==> config.mk <==
export PLATFORM = sky130hd
export DESIGN_NAME = bch_enc_sequencer
export DESIGN_NICKNAME = d
export VERILOG_FILES = /design/src/rtl/bch_enc_sequencer.sv
export SDC_FILE = /design/constraint.sdc
export NUM_CORES = 1
export LEC_CHECK = 0
export ABC_AREA = 0
export CAP_MARGIN = 20
export CELL_PAD_IN_SITES_DETAIL_PLACEMENT = 1
export CELL_PAD_IN_SITES_GLOBAL_PLACEMENT = 1
export CORE_MARGIN = 3
export CORE_UTILIZATION = 37
export DETAILED_ROUTE_END_ITERATION = 8
export GPL_TIMING_DRIVEN = 0
export PLACE_DENSITY_LB_ADDON = 0.05
export SLEW_MARGIN = 30
export SYNTH_ARGS = -nofsm -noshare
export SYNTH_HDL_FRONTEND = slang
export SYNTH_SLANG_ARGS = --single-unit
==> constraint.sdc <==
create_clock -name clk -period 1.6 [get_ports clk]
set_input_delay 0.32 -clock clk [delete_from_list [all_inputs] [get_ports clk]]
set_output_delay 0.32 -clock clk [all_outputs]
set_load 0.005 [all_outputs]
==> src/rtl/bch_enc_sequencer.sv <==
`default_nettype none
// ============================================================================
// Module   : bch_enc_sequencer
// Brief    : Feeds a K-bit message serially into a BCH(63,51) LFSR encoder and
//            emits codeword framing strobes aligned with the encoder's dout.
// Revision : 1.0 - initial release
// ============================================================================
module bch_enc_sequencer #(
  parameter int K         = 51,
  parameter int N         = 63,
  parameter bit MSB_FIRST = 1'b1
) (
  input  logic         clk,
  input  logic         reset,
  input  logic [K-1:0] msg_data,
  input  logic         msg_valid,
  output logic         msg_ready,
  input  logic         flush,
  output logic         enc_din,
  output logic         enc_switch,
  output logic         enc_init,
  output logic         cw_valid,
  output logic         cw_sop,
  output logic         cw_eop,
  output logic         busy
);

  localparam int c_P     = N - K;
  localparam int c_CNT_W = $clog2(K);

  localparam logic [2:0] c_ST_IDLE  = 3'd0;
  localparam logic [2:0] c_ST_INIT  = 3'd1;
  localparam logic [2:0] c_ST_MSG   = 3'd2;
  localparam logic [2:0] c_ST_PAR   = 3'd3;
  localparam logic [2:0] c_ST_ABORT = 3'd4;

  localparam logic [c_CNT_W-1:0] c_CNT_MSG_LAST = c_CNT_W'(K - 1);
  localparam logic [c_CNT_W-1:0] c_CNT_PAR_LAST = c_CNT_W'(c_P - 1);

  logic [2:0]         r_state;
  logic [c_CNT_W-1:0] r_cnt;
  logic [K-1:0]       r_sreg;

  logic [2:0]         w_nxt_state;
  logic [c_CNT_W-1:0] w_nxt_cnt;
  logic               w_abort;
  logic               w_xfer;
  logic               w_head;
  logic [K-1:0]       w_sreg_shift;

  // flush outranks a transfer offered in the same cycle
  assign w_abort      = flush && (r_state != c_ST_IDLE);
  assign w_xfer       = msg_valid && msg_ready && !w_abort;
  assign w_head       = MSB_FIRST ? r_sreg[K-1] : r_sreg[0];
  assign w_sreg_shift = MSB_FIRST ? {r_sreg[K-2:0], 1'b0} : {1'b0, r_sreg[K-1:1]};

  always_comb begin
    w_nxt_state = r_state;
    w_nxt_cnt   = r_cnt;
    if (w_abort) begin
      w_nxt_state = c_ST_ABORT;
      w_nxt_cnt   = '0;
    end else begin
      case (r_state)
        c_ST_IDLE: begin
          w_nxt_cnt = '0;
          if (w_xfer) w_nxt_state = c_ST_INIT;
        end
        c_ST_INIT: begin
          w_nxt_state = c_ST_MSG;
          w_nxt_cnt   = '0;
        end
        c_ST_MSG: begin
          if (r_cnt == c_CNT_MSG_LAST) begin
            w_nxt_state = c_ST_PAR;
            w_nxt_cnt   = '0;
          end else begin
            w_nxt_cnt = r_cnt + 1'b1;
          end
        end
        c_ST_PAR: begin
          if (r_cnt == c_CNT_PAR_LAST) begin
            w_nxt_state = w_xfer ? c_ST_INIT : c_ST_IDLE;
            w_nxt_cnt   = '0;
          end else begin
            w_nxt_cnt = r_cnt + 1'b1;
          end
        end
        c_ST_ABORT: begin
          w_nxt_state = c_ST_IDLE;
          w_nxt_cnt   = '0;
        end
        default: begin
          w_nxt_state = c_ST_IDLE;
          w_nxt_cnt   = '0;
        end
      endcase
    end
  end

  always_ff @(posedge clk or negedge reset) begin
    if (!reset) begin
      r_state <= c_ST_IDLE;
      r_cnt   <= '0;
      r_sreg  <= '0;
    end else begin
      r_state <= w_nxt_state;
      r_cnt   <= w_nxt_cnt;
      if (w_xfer) begin
        r_sreg <= msg_data;
      end else if (w_nxt_state == c_ST_MSG) begin
        r_sreg <= w_sreg_shift;
      end
    end
  end

  // Outputs are decoded from the next state so they line up with r_state
  always_ff @(posedge clk or negedge reset) begin
    if (!reset) begin
      msg_ready  <= 1'b0;
      enc_din    <= 1'b0;
      enc_switch <= 1'b0;
      enc_init   <= 1'b0;
      cw_valid   <= 1'b0;
      cw_sop     <= 1'b0;
      cw_eop     <= 1'b0;
      busy       <= 1'b0;
    end else begin
      msg_ready  <= (w_nxt_state == c_ST_IDLE) ||
                    ((w_nxt_state == c_ST_PAR) && (w_nxt_cnt == c_CNT_PAR_LAST));
      enc_din    <= (w_nxt_state == c_ST_MSG) && w_head;
      enc_switch <= (w_nxt_state == c_ST_MSG);
      enc_init   <= (w_nxt_state == c_ST_INIT) || (w_nxt_state == c_ST_ABORT);
      cw_valid   <= (w_nxt_state == c_ST_MSG) || (w_nxt_state == c_ST_PAR);
      cw_sop     <= (w_nxt_state == c_ST_MSG) && (w_nxt_cnt == '0);
      cw_eop     <= (w_nxt_state == c_ST_PAR) && (w_nxt_cnt == c_CNT_PAR_LAST);
      busy       <= (w_nxt_state != c_ST_IDLE);
    end
  end

endmodule
`default_nettype wire

==> impl_metrics.ini, run 1 <==
[outcome]
failing_checks = setup timing
status = complete, but fails checks

[yosys]
synthMuxAreaShare = 0.00245
synth.ff_latch_count = 68
syn_area_mm2 = 0.00460
synthDistinctLibCells = 38
synth_fa_ha_area_frac = 0.00543
ys.warnings.count = 0
syn_inst = 596
synth_xor_xnor_area_share = 0.0114
synth_async_sr_flop_share = 1.00
combinational_family_with_the_most_area_after_synthesis = compound AO/OA/AOI/OAI gates
synth-compound-area-share = 0.340
yosys_most_used_dff = sky130_fd_sc_hd__dfrtp_1
postSynthAreaPerCell_um2 = 7.73
synth_sequential_area_ratio = 0.370
post_synth_and_or_nand_nor_area_fraction = 0.207
postSynthNetCount = 653
number_of_synthesized_flops_with_an_enable_pin = 0

[critical_path]
crit_path_start_kind = register
r2r_end = msg_ready$_DFF_PN0_
worst-r2r-cell-count = 9
cp.arrival_ps = 2070
critical_path_peak_fanout = 6
worstSetupEndpointType = register
r2r_setup_slack_ps = -230
worst-setup-path-type = register to register
cp.required_ps = 1840
crit-reg2reg-launch = r_cnt[0]$_DFF_PN0_

[timing]
timing.hold.ws_ps = 491
fmax_achieved_mhz = 546
final_min_period_over_clock_period = 1.14
finalSetupTns_ps = -8690
skew_ps = 5.53
grt_setup_unrepaired = true
slew-limit-headroom = 0.637
final_period_minus_worst_setup_slack_ps = 1830
finalWorstSetupSlack_ps = -230
worst-slew-pin-transition_ps = 545
report.final.slew_viol_count = 0
setup_viol_count_final = 57
hold_viol = 0

[power_and_ir_drop]
power.combinational.fraction = 0.596
power.internal_w = 0.00675
vdd_drop_max_mv = 0.825
total_leakage_power_nw = 3.26
share_of_power_burned_in_the_clock_network = 0.160
pwr-share-seq = 0.244
p_sw_frac = 0.453
total_switching_power_w = 0.00560
power.density_mw_per_mm2 = 1920

[detailed_routing]
number_of_detailed_routing_iterations_run_before_antenna_repair = 5
post-route-drc-count = 0
drtAntennaViolNets = 0
detail_route.vias_per_cell = 5.79
drt-initial-drc-count = 344
detailroute.via_count = 4985
wirelength_um = 17200
routed_wire_length_per_instance_um = 19.9

[cts]
cts_buffer_depth = 2
number_of_buffers_created_by_cts = 9
tritoncts_clock_tree = done
clock-root-buffer = sky130_fd_sc_hd__clkbuf_16
cts.htree.levels = 3
clk_pin_slew_ps = 60
cts_sinks = 68
clk-insertion-delay-late_ps = 350

[placed_design]
place.detailed.hpwl_um = 10600
dpl_worst_slack_ps = -940
numPlacedInstances = 827
io_buffers = 62
place.gp.congestion = 0.776

[cells_and_area]
final_cells = 861
area_delta_synth_final_pct = 39.5
antennaDiodeCount = 0
num-nets-final = 745
layout-drive-gt1-share = 0.211

[global_routing]
antenna_violations_before_repair = 0
wire_length_of_the_first_global_routing_pass_um = 27100
remaining_global_route_overflow = 0
track_usage = 0.240
number_of_global_route_vias_before_repair = 5132
grt_start_max_net_pins = 36

[floorplanning]
core_area_mm2 = 0.0121
initial_core_util = 0.380
fp.dieH_um = 118
die-area_mm2 = 0.0138
top_level_ports = 63
cell_rows = 40
die_width_um = 118

[job]
max_cap_violations = 0

[hold_path]
hold_class = input pin to async pin
[placed cells by master (no fill, tap or decap), types with 5 or more instances in the layout]
cell / synthesis / final
sky130_fd_sc_hd__clkbuf_16: 0 / 10
sky130_fd_sc_hd__buf_2: 22 / 11
sky130_fd_sc_hd__o211a_1: 50 / 50
sky130_fd_sc_hd__clkbuf_8: 0 / 7
sky130_fd_sc_hd__a21oi_1: 53 / 51
sky130_fd_sc_hd__nand2_1: 105 / 95
sky130_fd_sc_hd__o22ai_1: 50 / 50
sky130_fd_sc_hd__buf_8: 0 / 5
sky130_fd_sc_hd__nor2_2: 0 / 7
sky130_fd_sc_hd__clkdlybuf4s50_1: 0 / 60
sky130_fd_sc_hd__nand2_2: 0 / 9
sky130_fd_sc_hd__clkbuf_2: 1 / 9
sky130_fd_sc_hd__nor2_1: 112 / 103
sky130_fd_sc_hd__o31ai_2: 0 / 26
sky130_fd_sc_hd__dfrtp_1: 68 / 68
sky130_fd_sc_hd__buf_6: 1 / 5
sky130_fd_sc_hd__o31ai_1: 50 / 24
sky130_fd_sc_hd__clkbuf_1: 25 / 13
sky130_fd_sc_hd__buf_4: 5 / 26
[Yosys cell counts (3+ instances only)]
| master | n | area, um2 |
|---|---|---|
| sky130_fd_sc_hd__o31ai_1 | 50 | 375 |
| sky130_fd_sc_hd__buf_4 | 5 | 37.5 |
| sky130_fd_sc_hd__o21ai_0 | 4 | 20.0 |
| sky130_fd_sc_hd__nand3_1 | 5 | 25.0 |
| sky130_fd_sc_hd__xnor2_1 | 3 | 26.3 |
| sky130_fd_sc_hd__a31oi_1 | 4 | 25.0 |
| sky130_fd_sc_hd__inv_1 | 4 | 15.0 |
| sky130_fd_sc_hd__o211a_1 | 50 | 500 |
| sky130_fd_sc_hd__dfrtp_1 | 68 | 1700 |
| sky130_fd_sc_hd__nor2_1 | 112 | 420 |
| sky130_fd_sc_hd__xor2_1 | 3 | 26.3 |
| sky130_fd_sc_hd__clkbuf_1 | 25 | 93.8 |
| sky130_fd_sc_hd__a21oi_1 | 53 | 265 |
| sky130_fd_sc_hd__nand2_1 | 105 | 394 |
| sky130_fd_sc_hd__o22ai_1 | 50 | 313 |
| sky130_fd_sc_hd__buf_1 | 7 | 26.3 |
| sky130_fd_sc_hd__buf_2 | 22 | 110 |
[power groups by stage]
stage               combinational, W  clock, W  sequential (W)
floorplan                    0.00417         0         0.00285
global placement             0.00559         0         0.00294
detailed placement           0.00582         0         0.00299
CTS                          0.00696   0.00200         0.00298
global route                 0.00799   0.00209         0.00312
finish                       0.00736   0.00198         0.00302
[flip-flops by register name, summed over array words and instances, names as in the netlist]
name and count:
cw_eop 1, msg_ready 1, r_sreg 51, enc_switch 1, r_state 3, r_cnt 6
busy 1, cw_sop 1, cw_valid 1, enc_init 1, enc_din 1
[logic make-up (layout without fill, tap and decap cells)]
family	after synthesis	in the layout
compound gates	218	218
buf+inv	65	162
flops	68	68
xor+xnor	6	6
simple gates	236	236
mux	1	1
fa+ha+maj	2	2
[what timing repair did]
| item | CTS | global route |
|---|---|---|
| setup endpoints to repair | 64 | 63 |
| gates resized for setup | 91 | 54 |
| endpoints found under the hold margin | 33 | 0 |
| cloned | 4 | 0 |
| pin swaps | 19 | 11 |
| hold buffers | 1 | 0 |
| setup buffers | 16 | 2 |
[worst max path at each step]
stage	endpoint	from	slack, ps
6_report	msg_ready$_DFF_PN0_	r_cnt[0]$_DFF_PN0_	-230
5_1_grt	msg_ready$_DFF_PN0_	r_cnt[0]$_DFF_PN0_	-340
4_1_cts	r_sreg[1]$_DFFE_PN0P_	r_cnt[0]$_DFF_PN0_	-220
3_5_place_dp	msg_ready$_DFF_PN0_	flush	-940
3_3_place_gp	r_sreg[27]$_DFFE_PN0P_	reset	-2500
2_1_floorplan	msg_ready$_DFF_PN0_	r_state[2]$_DFF_PN0_	-40
[through the flow]
stage               utilization  area (um2)  power [W]
floorplan                     -        4630    0.00701
global placement          0.451        5470    0.00853
detailed placement        0.453        5480    0.00881
CTS                       0.518        6270     0.0119
global route              0.530        6420     0.0132
finish                    0.530        6420     0.0124
[critical path: stages (launching register included)]
cell	delay (ps)
sky130_fd_sc_hd__dfrtp_1	400
sky130_fd_sc_hd__inv_2	80
sky130_fd_sc_hd__ha_4	130
sky130_fd_sc_hd__nand4b_4	120
sky130_fd_sc_hd__o21ai_4	190
sky130_fd_sc_hd__buf_4	150
sky130_fd_sc_hd__buf_8	130
sky130_fd_sc_hd__nand4b_1	120
sky130_fd_sc_hd__o31a_1	170
sky130_fd_sc_hd__o41ai_2	220
[routing by layer]
metal,routed length [um],share of wire,vias to the layer above,global-route usage
li1,-,-,2340,-
met1,7770,0.45,2531,0.324
met2,8620,0.50,105,0.401
met3,639,0.037,9,0.0500
met4,133,0.0078,0,0.0476
met5,0,0,-,0
[cell type report]
cell class                      instances  area (um2)
Buffer                                 58         438
Clock buffer                           15         278
Clock inverter                          1        5.00
Fill cell                            1454        5690
Inverter                                4        15.0
Multi-Input combinational cell        463        2890
Sequential cell                        68        1700
Tap cell                              168         210
Timing Repair Buffer                   84         883
Note: power is estimated with default switching activity, not from simulation.
==> inputs of run 2 (changes only) <==
- CORE_UTILIZATION: 37 -> 44
- clock period: 1.6 -> 2.2 ns (I/O delays scaled with it)
==> impl_metrics.ini, run 2 (synthesis gave the netlist of run 1 again) <==
[outcome]
status = complete, no violations

[cells_and_area]
multiInputGateArea_mm2 = 0.00261
reg.largest.list = r_sreg (51), r_cnt (6), r_state (3)
registers.top_by_ff_count = r_sreg
layout-drive-gt1-share = 0.0859
largest_register_ff_count = 51
num-nets-final = 727
area_delta_synth_final_pct = 21.6
layout.cells.most_common = sky130_fd_sc_hd__nor2_1
finalInstanceArea_mm2 = 0.00560
final_util = 0.563
seqCellArea_mm2 = 0.00170
antennaDiodeCount = 0
commonest_cells_after_routing_fill_and_taps_aside = 111 x sky130_fd_sc_hd__nor2_1, 105 x sky130_fd_sc_hd__nand2_1, 68 x sky130_fd_sc_hd__dfrtp_1, 61 x sky130_fd_sc_hd__clkdlybuf4s50_1, 53 x sky130_fd_sc_hd__a21oi_1
fill_cells = 1254

[critical_path]
critical_path_peak_fanout = 7
worst-setup-path-type = input pin to register
path_cells = clkdlybuf4s50_1, nor2_2, o21ai_0, a21oi_1, nand4_1, o41ai_2
crit_path_start_kind = input pin
cp.arrival_ps = 2280
cp.required_ps = 2470
worstSetupEndpointType = register
slowest_delay_ps = 510
critical-path-slowest-cell = sky130_fd_sc_hd__clkdlybuf4s50_1

[cts]
cts_sinks = 68
cts_hold_buffers = 0
cts.htree.levels = 3
cts-resized-gates = 0
cts.repair_timing.setup_buffer_count = 0
clk-insertion-delay-late_ps = 370
clock-root-buffer = sky130_fd_sc_hd__clkbuf_8
number_of_buffers_created_by_cts = 9
tritoncts_clock_tree = done
cts_buffer_depth = 2
clk_pin_slew_ps = 80

[placed_design]
place.gp.congestion = 0.814
io_buffers = 62
place.detailed.hpwl_um = 10500
postPlaceCellArea_mm2 = 0.00541

[global_routing]
globalRouteMet2Util = 0.449
number_of_global_route_vias_before_repair = 5075
grtUsageMet3 = 0.0579
grt_start_max_net_pins = 39
grt.busiest_layer = met2
grtUsageMet1 = 0.364
track_usage = 0.274
wire_length_of_the_first_global_routing_pass_um = 25400
remaining_global_route_overflow = 0
antenna_violations_before_repair = 0

[detailed_routing]
drtAntennaViolNets = 0
detailroute.via_count = 4910
wirelength_um = 15500
drt-initial-drc-count = 302
routed_wire_length_per_instance_um = 19.1
post-route-drc-count = 0
number_of_detailed_routing_iterations_run_before_antenna_repair = 5
detail_route.vias_per_cell = 6.08

[floorplanning]
die_width_um = 108
core_area_mm2 = 0.00995
top_level_ports = 63
initial_core_util = 0.463
fp.dieH_um = 108
cell_rows = 36
die-area_mm2 = 0.0117

[timing]
grt_setup_unrepaired = false
setup_viol_count_final = 0
final_min_period_over_clock_period = 0.916
hold_viol = 0
skew_ps = 13.1
fmax_achieved_mhz = 496
final_period_minus_worst_setup_slack_ps = 2010
slew-limit-headroom = 0.621
worst-slew-pin-transition_ps = 568
report.final.slew_viol_count = 0

[power_and_ir_drop]
total_leakage_power_nw = 2.92
vdd_drop_max_mv = 0.600
power.density_mw_per_mm2 = 1320

[hold_path]
hold_class = input pin to async pin

[job]
max_cap_violations = 0
==> run 2: changes by cell type in the layout (fill, tap and decap cells not counted), moves of 8 or more <==
cell | previous run | this run
sky130_fd_sc_hd__buf_4 | 26 | 6
sky130_fd_sc_hd__nand2_2 | 9 | 0
sky130_fd_sc_hd__o31ai_1 | 24 | 50
sky130_fd_sc_hd__nand2_1 | 95 | 105
sky130_fd_sc_hd__clkbuf_16 | 10 | 0
sky130_fd_sc_hd__buf_2 | 11 | 22
sky130_fd_sc_hd__nor2_1 | 103 | 111
sky130_fd_sc_hd__o31ai_2 | 26 | 0
sky130_fd_sc_hd__clkbuf_1 | 13 | 22
==> run 2: layout make-up <==
class | instances | area share
Multi-Input combinational cell | 463 | 0.465
Sequential cell | 68 | 0.304
Inverter | 4 | 0.00268
Clock inverter | 6 | 0.00983
Clock buffer | 10 | 0.0228
Tap cell | 133 | 0.0297
Timing Repair Buffer | 63 | 0.114
Buffer | 61 | 0.0518
==> run 2: worst max-delay path: cells and delay by family <==
family	cells	cell delay [ps]
AOI/OAI and AO/OA	3	740
and+or+nand+nor	2	590
buffers and inverters	1	510
==> run 2: routing by layer <==
layer	vias to the layer above	wire (um)
li1	2292	-
met1	2465	6940
met2	132	7550
met3	21	702
met4	0	260
met5	-	0
==> run 2: through the flow <==
| stage | total power (W) | std cells | TNS (ps) | hold WS [ps] | worst slack (ps) |
|---|---|---|---|---|---|
| after detailed placement | 0.00631 | 792 | -9930 | 466 | -323 |
| after CTS | 0.00739 | 808 | 0 | 61.9 | 58.9 |
| final | 0.00741 | 808 | 0 | 46.8 | 185 |
| after floorplan | 0.00502 | 596 | 0 | 144 | 476 |
| after global placement | 0.00603 | 791 | -138670 | 495 | -1930 |
| after global routing | 0.00804 | 808 | 0 | 82.5 | 17.7 |
==> run 2: worst paths after layout <==
check,from,to,slack (ps),cells past startpoint
setup / recovery,flush,msg_ready$_DFF_PN0_,190,6
hold / removal,reset,r_sreg[8]$_DFFE_PN0P_,50,1
setup reg to reg,r_cnt[0]$_DFF_PN0_,msg_ready$_DFF_PN0_,190,8
hold reg to reg,r_cnt[0]$_DFF_PN0_,r_cnt[0]$_DFF_PN0_,510,1
max in group asynchronous,reset,r_sreg[28]$_DFFE_PN0P_,1570,2
min in group clk,r_cnt[0]$_DFF_PN0_,r_cnt[0]$_DFF_PN0_,510,1
==> run 2: where the power goes <==
part / leakage, nW / internal (W) / switching [W]
Clock: 0.0996 / 0.000514 / 0.000535
Sequential: 0.883 / 0.00173 / 0.000437
Combinational: 1.94 / 0.00157 / 0.00262
Total: 2.92 / 0.00381 / 0.00360
